`config.mk`:
```
export PLATFORM = sky130hd
export DESIGN_NAME = cap_sense_ctrl
export DESIGN_NICKNAME = d
export VERILOG_FILES = /design/src/rtl/cap_sense_pkg.sv /design/src/rtl/sync_2ff.sv /design/src/rtl/cap_sense_ctrl.sv
export SDC_FILE = /design/constraint.sdc
export NUM_CORES = 1
export LEC_CHECK = 0
export CAP_MARGIN = 20
export CORE_MARGIN = 5
export CORE_UTILIZATION = 45
export DETAILED_ROUTE_END_ITERATION = 10
export PLACE_DENSITY = 0.75
export SETUP_SLACK_MARGIN = 0.15
export SYNTH_ARGS = -nofsm -noshare
export SYNTH_HDL_FRONTEND = slang
export SYNTH_SLANG_ARGS = --single-unit
```
`constraint.sdc`:
```
create_clock -name clk -period 4.8 [get_ports clk]
set_input_delay 0.96 -clock clk [delete_from_list [all_inputs] [get_ports clk]]
set_output_delay 0.96 -clock clk [all_outputs]
set_load 0.01 [all_outputs]
```
`src/rtl/cap_sense_pkg.sv`:
```
// Shared types and defaults for the capacitive-sense measurement controller.
// Pad patterns are kept here so the FSM reads as a sequence of named states.
package cap_sense_pkg;

    typedef enum logic [2:0] {
        IDLE,
        DISCHARGE,
        CHARGE,
        ACCUM,
        DONE
    } state_t;

    typedef struct packed {
        logic sense_oe;
        logic sense_out;
        logic drive_oe;
        logic drive_out;
    } pads_t;

    localparam int CNT_W_DEF            = 16;
    localparam int DISCHARGE_CYCLES_DEF = 64;
    localparam int ACC_LOG2_DEF         = 2;

    localparam pads_t PADS_IDLE = '{sense_oe: 1'b1, sense_out: 1'b0,
                                    drive_oe: 1'b0, drive_out: 1'b0};
    localparam pads_t PADS_DIS  = '{sense_oe: 1'b1, sense_out: 1'b0,
                                    drive_oe: 1'b1, drive_out: 1'b0};
    localparam pads_t PADS_CHG  = '{sense_oe: 1'b0, sense_out: 1'b0,
                                    drive_oe: 1'b1, drive_out: 1'b1};
    localparam pads_t PADS_ACC  = '{sense_oe: 1'b1, sense_out: 1'b0,
                                    drive_oe: 1'b1, drive_out: 1'b0};

    function automatic int res_width(input int cnt_w, input int acc_log2);
        return cnt_w + acc_log2;
    endfunction

endpackage

```
`src/rtl/sync_2ff.sv`:
```
// Two-flop synchronizer for the asynchronous comparator output.
// Both stages clear to 0 on reset.
module sync_2ff (
    input  logic clk_i,
    input  logic rst_i,
    input  logic d_i,
    output logic q_o
);

    logic [1:0] ff_q;

    always_ff @(posedge clk_i or posedge rst_i) begin
        if (rst_i) begin
            ff_q <= 2'b00;
        end else begin
            ff_q <= {ff_q[0], d_i};
        end
    end

    assign q_o = ff_q[1];

endmodule

```
`src/rtl/cap_sense_ctrl.sv`:
```
// Capacitive-sense measurement FSM: discharge, timed charge, accumulate.
// The count measures cycles until the synchronized comparator trips.
module cap_sense_ctrl
    import cap_sense_pkg::*;
#(
    parameter int CNT_W            = CNT_W_DEF,
    parameter int DISCHARGE_CYCLES = DISCHARGE_CYCLES_DEF,
    parameter int ACC_LOG2         = ACC_LOG2_DEF
) (
    input  logic                                   clk,
    input  logic                                   rst,
    input  logic                                   start,
    output logic                                   busy,
    output logic [res_width(CNT_W, ACC_LOG2)-1:0]  result,
    output logic                                   result_valid,
    output logic                                   timeout,
    output logic                                   sense_oe,
    output logic                                   sense_out,
    output logic                                   drive_oe,
    output logic                                   drive_out,
    input  logic                                   sense_in
);

    localparam int RES_W = res_width(CNT_W, ACC_LOG2);
    localparam int IDX_W = (ACC_LOG2 > 0) ? ACC_LOG2 : 1;
    localparam int DC_W  = $clog2(DISCHARGE_CYCLES + 1);

    localparam logic [CNT_W-1:0] CNT_MAX  = {CNT_W{1'b1}};
    localparam logic [CNT_W-1:0] CNT_TRIP = CNT_MAX - 1'b1;
    localparam logic [IDX_W-1:0] IDX_LAST = IDX_W'((1 << ACC_LOG2) - 1);
    localparam logic [DC_W-1:0]  DC_LAST  = DC_W'(DISCHARGE_CYCLES - 1);

    state_t            state_q;
    pads_t             pads_q;
    logic [DC_W-1:0]   dcnt_q;
    logic [CNT_W-1:0]  cnt_q;
    logic [IDX_W-1:0]  idx_q;
    logic [RES_W-1:0]  acc_q;
    logic [RES_W-1:0]  acc_d;
    logic [RES_W-1:0]  result_q;
    logic              busy_q;
    logic              valid_q;
    logic              timeout_q;
    logic              sin_s;

    sync_2ff u_sync (
        .clk_i (clk),
        .rst_i (rst),
        .d_i   (sense_in),
        .q_o   (sin_s)
    );

    assign acc_d = acc_q + RES_W'(cnt_q);

    always_ff @(posedge clk or posedge rst) begin
        if (rst) begin
            state_q   <= IDLE;
            pads_q    <= PADS_IDLE;
            dcnt_q    <= '0;
            cnt_q     <= '0;
            idx_q     <= '0;
            acc_q     <= '0;
            result_q  <= '0;
            busy_q    <= 1'b0;
            valid_q   <= 1'b0;
            timeout_q <= 1'b0;
        end else begin
            valid_q <= 1'b0;
            unique case (state_q)
                IDLE: begin
                    if (start) begin
                        acc_q     <= '0;
                        idx_q     <= '0;
                        timeout_q <= 1'b0;
                        dcnt_q    <= '0;
                        busy_q    <= 1'b1;
                        pads_q    <= PADS_DIS;
                        state_q   <= DISCHARGE;
                    end
                end
                DISCHARGE: begin
                    // Hold past the nominal length while the comparator is still high.
                    if (dcnt_q != DC_LAST) begin
                        dcnt_q <= dcnt_q + 1'b1;
                    end else if (!sin_s) begin
                        cnt_q   <= '0;
                        pads_q  <= PADS_CHG;
                        state_q <= CHARGE;
                    end
                end
                CHARGE: begin
                    if (sin_s) begin
                        pads_q  <= PADS_ACC;
                        state_q <= ACCUM;
                    end else if (cnt_q == CNT_TRIP) begin
                        cnt_q     <= CNT_MAX;
                        timeout_q <= 1'b1;
                        result_q  <= '1;
                        valid_q   <= 1'b1;
                        pads_q    <= PADS_IDLE;
                        state_q   <= DONE;
                    end else begin
                        cnt_q <= cnt_q + 1'b1;
                    end
                end
                ACCUM: begin
                    acc_q <= acc_d;
                    if (idx_q == IDX_LAST) begin
                        result_q <= acc_d;
                        valid_q  <= 1'b1;
                        pads_q   <= PADS_IDLE;
                        state_q  <= DONE;
                    end else begin
                        idx_q   <= idx_q + 1'b1;
                        dcnt_q  <= '0;
                        pads_q  <= PADS_DIS;
                        state_q <= DISCHARGE;
                    end
                end
                DONE: begin
                    busy_q  <= 1'b0;
                    state_q <= IDLE;
                end
                default: begin
                    pads_q  <= PADS_IDLE;
                    busy_q  <= 1'b0;
                    state_q <= IDLE;
                end
            endcase
        end
    end

    assign busy         = busy_q;
    assign result       = result_q;
    assign result_valid = valid_q;
    assign timeout      = timeout_q;
    assign sense_oe     = pads_q.sense_oe;
    assign sense_out    = pads_q.sense_out;
    assign drive_oe     = pads_q.drive_oe;
    assign drive_out    = pads_q.drive_out;

endmodule

```
# Word-level counts from Yosys, hierarchy flattened
# Cells that the tools add are included.
# word_totals
in_bits	4
output_inout_bits	25
wordCells	94
reg_bits	73
# op_classes
bitwise_logic	2
muxes	42
reduce_logical	16
eq_ne	16
addsub	4
# ops
cell	count
$mux W18	4
$pmux W18 S2	2
$mux W16	4
$pmux W16 S2	1
$mux W7	3
$pmux W7 S3	1
$mux W4	5
$pmux W4 S5	1
$reduce_and A4 Y1	5
$add A18 B16 Y18	1
$mux W3	6
$add A16 B1 Y16 const B	1
$eq A16 B16 Y1 const B	1
$ne A2 B2 Y1 const B	8
$pmux W3 S4	1
$reduce_bool A2 Y1	4
$add A7 B1 Y7 const B	1
$mux W1	7
$ne A7 B6 Y1 const B	1
$eq A3 B2 Y1 const B	2
$mux W2	3
$pmux W1 S2	3
$reduce_and A5 Y1	1
$pmux W2 S2	1
11 further kinds	13

# Logic depth before layout (Yosys ltp)
# depth
ltp_word	4
depth_mapped	10
depth_no_buf	9

# By module
# From an unflattened synthesis, not the netlist that was laid out.
# hier_totals
cells_unflattened	433
hier_area_um2	4116.4
# modules_own_cells
mod	instances	seq_area_each_um2	area_per_inst_um2	cells_each
cap_sense_ctrl	1	1752.9	4062.6	430
sync_2ff	1	50.0	53.8	3

# Worst setup path after synthesis
# No wires, ideal clock.
# synth_path
path_kind	register to register
start	register cnt_q[4]
end	register acc_q[13]
path_stages_with_launch	8
setup_slack_ps	2427
setup_time_ps	122
required_ps	4678
n_path_buf	0
synth_period_minus_slack_ps	2373
arrival_time_ps	2251
cell_sequence	dfrtp_1 -> ha_1 -> a21o_1 -> a31o_2 -> o2111ai_1 -> a21oi_1 -> or3_1 -> a32o_1
# synth_between
elab_chain_len	2
# synth_rtl
item	line	text
start, declared	cap_sense_ctrl.sv:36	logic [CNT_W-1:0] cnt_q;
start signal, assigned	cap_sense_ctrl.sv:103	cnt_q <= cnt_q + 1'b1;
$add A18 B16 Y18	cap_sense_ctrl.sv:53	assign acc_d = acc_q + RES_W'(cnt_q);
$pmux W18 S2	cap_sense_ctrl.sv:69	unique case (state_q)
end signal, assigned	cap_sense_ctrl.sv:62	acc_q <= '0;
end signal, assigned	cap_sense_ctrl.sv:72	acc_q <= '0;
end signal, assigned	cap_sense_ctrl.sv:107	acc_q <= acc_d;
end, declared	cap_sense_ctrl.sv:38	logic [RES_W-1:0] acc_q;
# No other way between the ends.
# A chain may end at the register's enable or synchronous reset.

# Final worst setup path
# layout_path
start	register state_q[1]
end	register result_q[15] (netlist: result[15])
# layout_between
elab_chain_len	3
word_cells_on_any_way	8
cone_classes	5 x eq/ne; 1 x mux; 2 x reduce/logical
# layout_rtl
item	line	text
start, declared	cap_sense_ctrl.sv:33	state_t state_q;
start signal, assigned	cap_sense_ctrl.sv:57	state_q <= IDLE;
start signal, assigned	cap_sense_ctrl.sv:78	state_q <= DISCHARGE;
start signal, assigned	cap_sense_ctrl.sv:88	state_q <= CHARGE;
$eq A3 B2 Y1	cap_sense_ctrl.sv:69	
$ne A2 B2 Y1 (no source line) / $reduce_bool A2 Y1 (equally long branches)	-	
$reduce_and A4 Y1 (no source line)	-	
end signal, assigned	cap_sense_ctrl.sv:63	result_q <= '0;
end signal, assigned	cap_sense_ctrl.sv:98	result_q <= '1;
end signal, assigned	cap_sense_ctrl.sv:109	result_q <= acc_d;
end, declared	cap_sense_ctrl.sv:40	logic [RES_W-1:0] result_q;
# Several ways; a longest one is shown, not always the timed one.

==> impl_metrics.json <==
{
  "io_pins": 29,
  "core_area_um2": 9196,
  "grt.total_usage_pct": 17.91,
  "power_mw": 1.105,
  "syn_nets": 499,
  "clock_skew_ns": 0.006285,
  "met1_usage_pct": 24.88,
  "startpoint": "state_q[1]",
  "netlist_area_um2": 4234,
  "cts.reportedPaths.clkPinSlew_ns": 0.08,
  "hold_viol_final": 0,
  "fin_crit_ns": 3.064,
  "reg2reg_depth": 6,
  "p_leak_nw": 2.117,
  "cts_made_buffers": 9,
  "ys_ff_latch": 72,
  "setup_viol": 0,
  "synth_area_leaders": "dfrtp_1 42%, ha_1 5.9%, o21ai_0 4.8%, a21oi_1 4.4%, nand2_1 3.7%",
  "fp.dieW_um": 107,
  "max_freq_mhz": 326.4,
  "drive_gt1_share_pct": 6.288,
  "grt_max_degree": 38,
  "final.period_utilization_pct": 63.83,
  "grt_pass1_wl_um": 16570,
  "syn_to_final_growth_pct": 11.82,
  "cp_data_arrival_time_ns": 3.30,
  "grt_pass1_vias": 3455,
  "first_pass_iters": 5,
  "relSlewSlack_pct": 48.01,
  "synth_flop_cell": "dfrtp_1",
  "tritoncts": "done",
  "required_ns": 5.04,
  "regToRegSetupSlack_ns": 1.74,
  "fin_tns_setup_ns": 0,
  "run_status": "completed",
  "clk_path_buf_depth": 2,
  "vias": 3608,
  "cts_root_buffer": "clkbuf_8",
  "layout.nets": 513,
  "mostFrequentLayoutCells": "71 x dfrtp_1, 42 x nand2_1, 41 x o21ai_0",
  "tightest_slew_ns": 0.7787,
  "dp_hpwl_um": 6941,
  "synth_warnings": 0,
  "endpoint": "result[15]",
  "cap_violations": 0,
  "cts.sinks": 72,
  "rows": 35,
  "grt-busiest-layer": "met2",
  "cts.hold.buffers_added": 0,
  "start_kind": "register",
  "cts_setup_buffers": 0,
  "ir_worst_vdd_uv": 135.3,
  "fp.dieH_um": 107,
  "synth_cells": 474,
  "wl_per_cell_um": 16.02,
  "grt_antenna_before_repair": 0,
  "layout_commonest_cell": "dfrtp_1",
  "synth.avg_cell_area_um2": 8.933,
  "synth_area_leader_cell": "dfrtp_1",
  "r2r-end": "result[15]",
  "dieArea_um2": 11450,
  "cp_max_fo": 20,
  "rr_startpoint": "state_q[1]",
  "maxSlewViolCount": 0,
  "hp-class": "register to register",
  "io_buffer_count": 27,
  "routed_wirelength_um": 9678,
  "start_util_pct": 46.04,
  "synthArstFlopShare_pct": 100.0,
  "insertion_delay_ns": 0.34,
  "ys_seq_area_share_pct": 42.58,
  "cts-htree-levels": 3,
  "gp_congestion": 0.8810,
  "n_antenna_cell": 0,
  "synth_top_cell_area_share_pct": 41.96,
  "drt_iter0_drc": 186,
  "drc": 0,
  "yosysUniqueCellTypes": 58,
  "criticalPathCategory": "register to register",
  "final_antenna_net_count": 0,
  "grt_setup_unrepaired": "no",
  "crit_path_end_kind": "register",
  "post_cts_resized": 0,
  "vias_per_cell": 5.974,
  "use_met2_pct": 28.42,
  "grt_use_met3_pct": 2.830,
  "p_per_area_nw_per_um2": 233.3,
  "synth_edf_count": 0,
  "grt-ovfl-total": 0
}
==> metal layers <==
| metal | wire [um] | vias to the layer above |
|---|---|---|
| li1 | - | 1747 |
| met4 | 148 | 0 |
| met3 | 508 | 16 |
| met5 | 0 | - |
| met1 | 4523 | 1743 |
| met2 | 4499 | 102 |
==> where the power goes <==
group | switching, mW | leakage, nW | internal [mW] | total, mW
clock | 0.228 | 0.100 | 0.252 | 0.481
combinational | 0.0131 | 1.08 | 0.00312 | 0.0162
sequential | 0.000853 | 0.941 | 0.607 | 0.608
==> synthesized netlist by cell type (all sizes together), types with 2 or more instances <==
cell and n:
a211o 2, a21o 6, a21oi 38, a22o 15, a31oi 9, and2 5, and3 5, buf 5
clkbuf 22, dfrtp 71, ha 20, inv 22, nand2 42, nand2b 5, nand3 27, nand4 6
nor2 33, nor2b 8, nor3 9, nor3b 2, nor4 6, o2111ai 2, o211a 2, o211ai 2
o21a 4, o21ai 42, o21bai 2, o22a 17, o22ai 3, o31ai 3, or3 6, or4 3
xnor2 10, xor2 4
==> worst min path at each step <==
stage,start,to,slack [ns],cells past startpoint
after floorplan,u_sync.ff_q[0],u_sync.ff_q[1],0.33,0
after global placement,u_sync.ff_q[0],u_sync.ff_q[1],0.34,0
after detailed placement,u_sync.ff_q[0],u_sync.ff_q[1],0.34,0
after CTS,u_sync.ff_q[0],u_sync.ff_q[1],0.35,0
after global routing,u_sync.ff_q[0],u_sync.ff_q[1],0.38,0
final,u_sync.ff_q[0],u_sync.ff_q[1],0.36,0
==> layout make-up <==
type | instances | area, um2
Fill cell | 843 | 4462
Multi-Input combinational cell | 353 | 2227
Sequential cell | 72 | 1803
Timing Repair Buffer | 30 | 292.8
Clock buffer | 12 | 145.1
Tap cell | 111 | 138.9
Inverter | 22 | 82.58
Clock inverter | 4 | 45.04
==> per-stage QoR <==
stage          hold WS (ns)  setup slack (ns)  instance area (um2)  std cells  utilization, %
6_report             0.3550             1.736                 4735        604           51.48
5_1_grt              0.3842             1.484                 4735        604           51.48
3_3_place_gp         0.3359             1.904                 4537        587           49.33
3_5_place_dp         0.3364             1.713                 4537        587           49.33
2_1_floorplan        0.3312             2.017                 4234        474               -
4_1_cts              0.3527             1.695                 4727        603           51.40
==> state kept, by name, indices dropped and copies added (netlist names) <==
signal and flops:
acc_q 18, busy 1, cnt_q 16, dcnt_q 7
drive_oe 1, drive_out 1, idx_q 2, result 18
result_valid 1, sense_oe 1, state_q 3, timeout 1
u_sync.ff_q 2
==> cells by family after synthesis <==
family	Yosys count	share of synthesized area, %
other cells	1	0.08857
buf+inv	49	4.817
flops	72	42.58
mux	1	0.2364
simple gates	160	18.50
xor+xnor	14	2.896
compound gates	156	24.50
fa+ha+maj	21	6.383
==> worst max-delay path, stage by stage (launching register included) <==
cell and delay (ns):
dfrtp_1 0.57, nor2b_1 0.30, and2_1 0.66, nand2_1 0.66
or3_1 0.54, o221ai_1 0.17, nor2_1 0.05
Note: power is estimated with default switching activity, not from simulation.
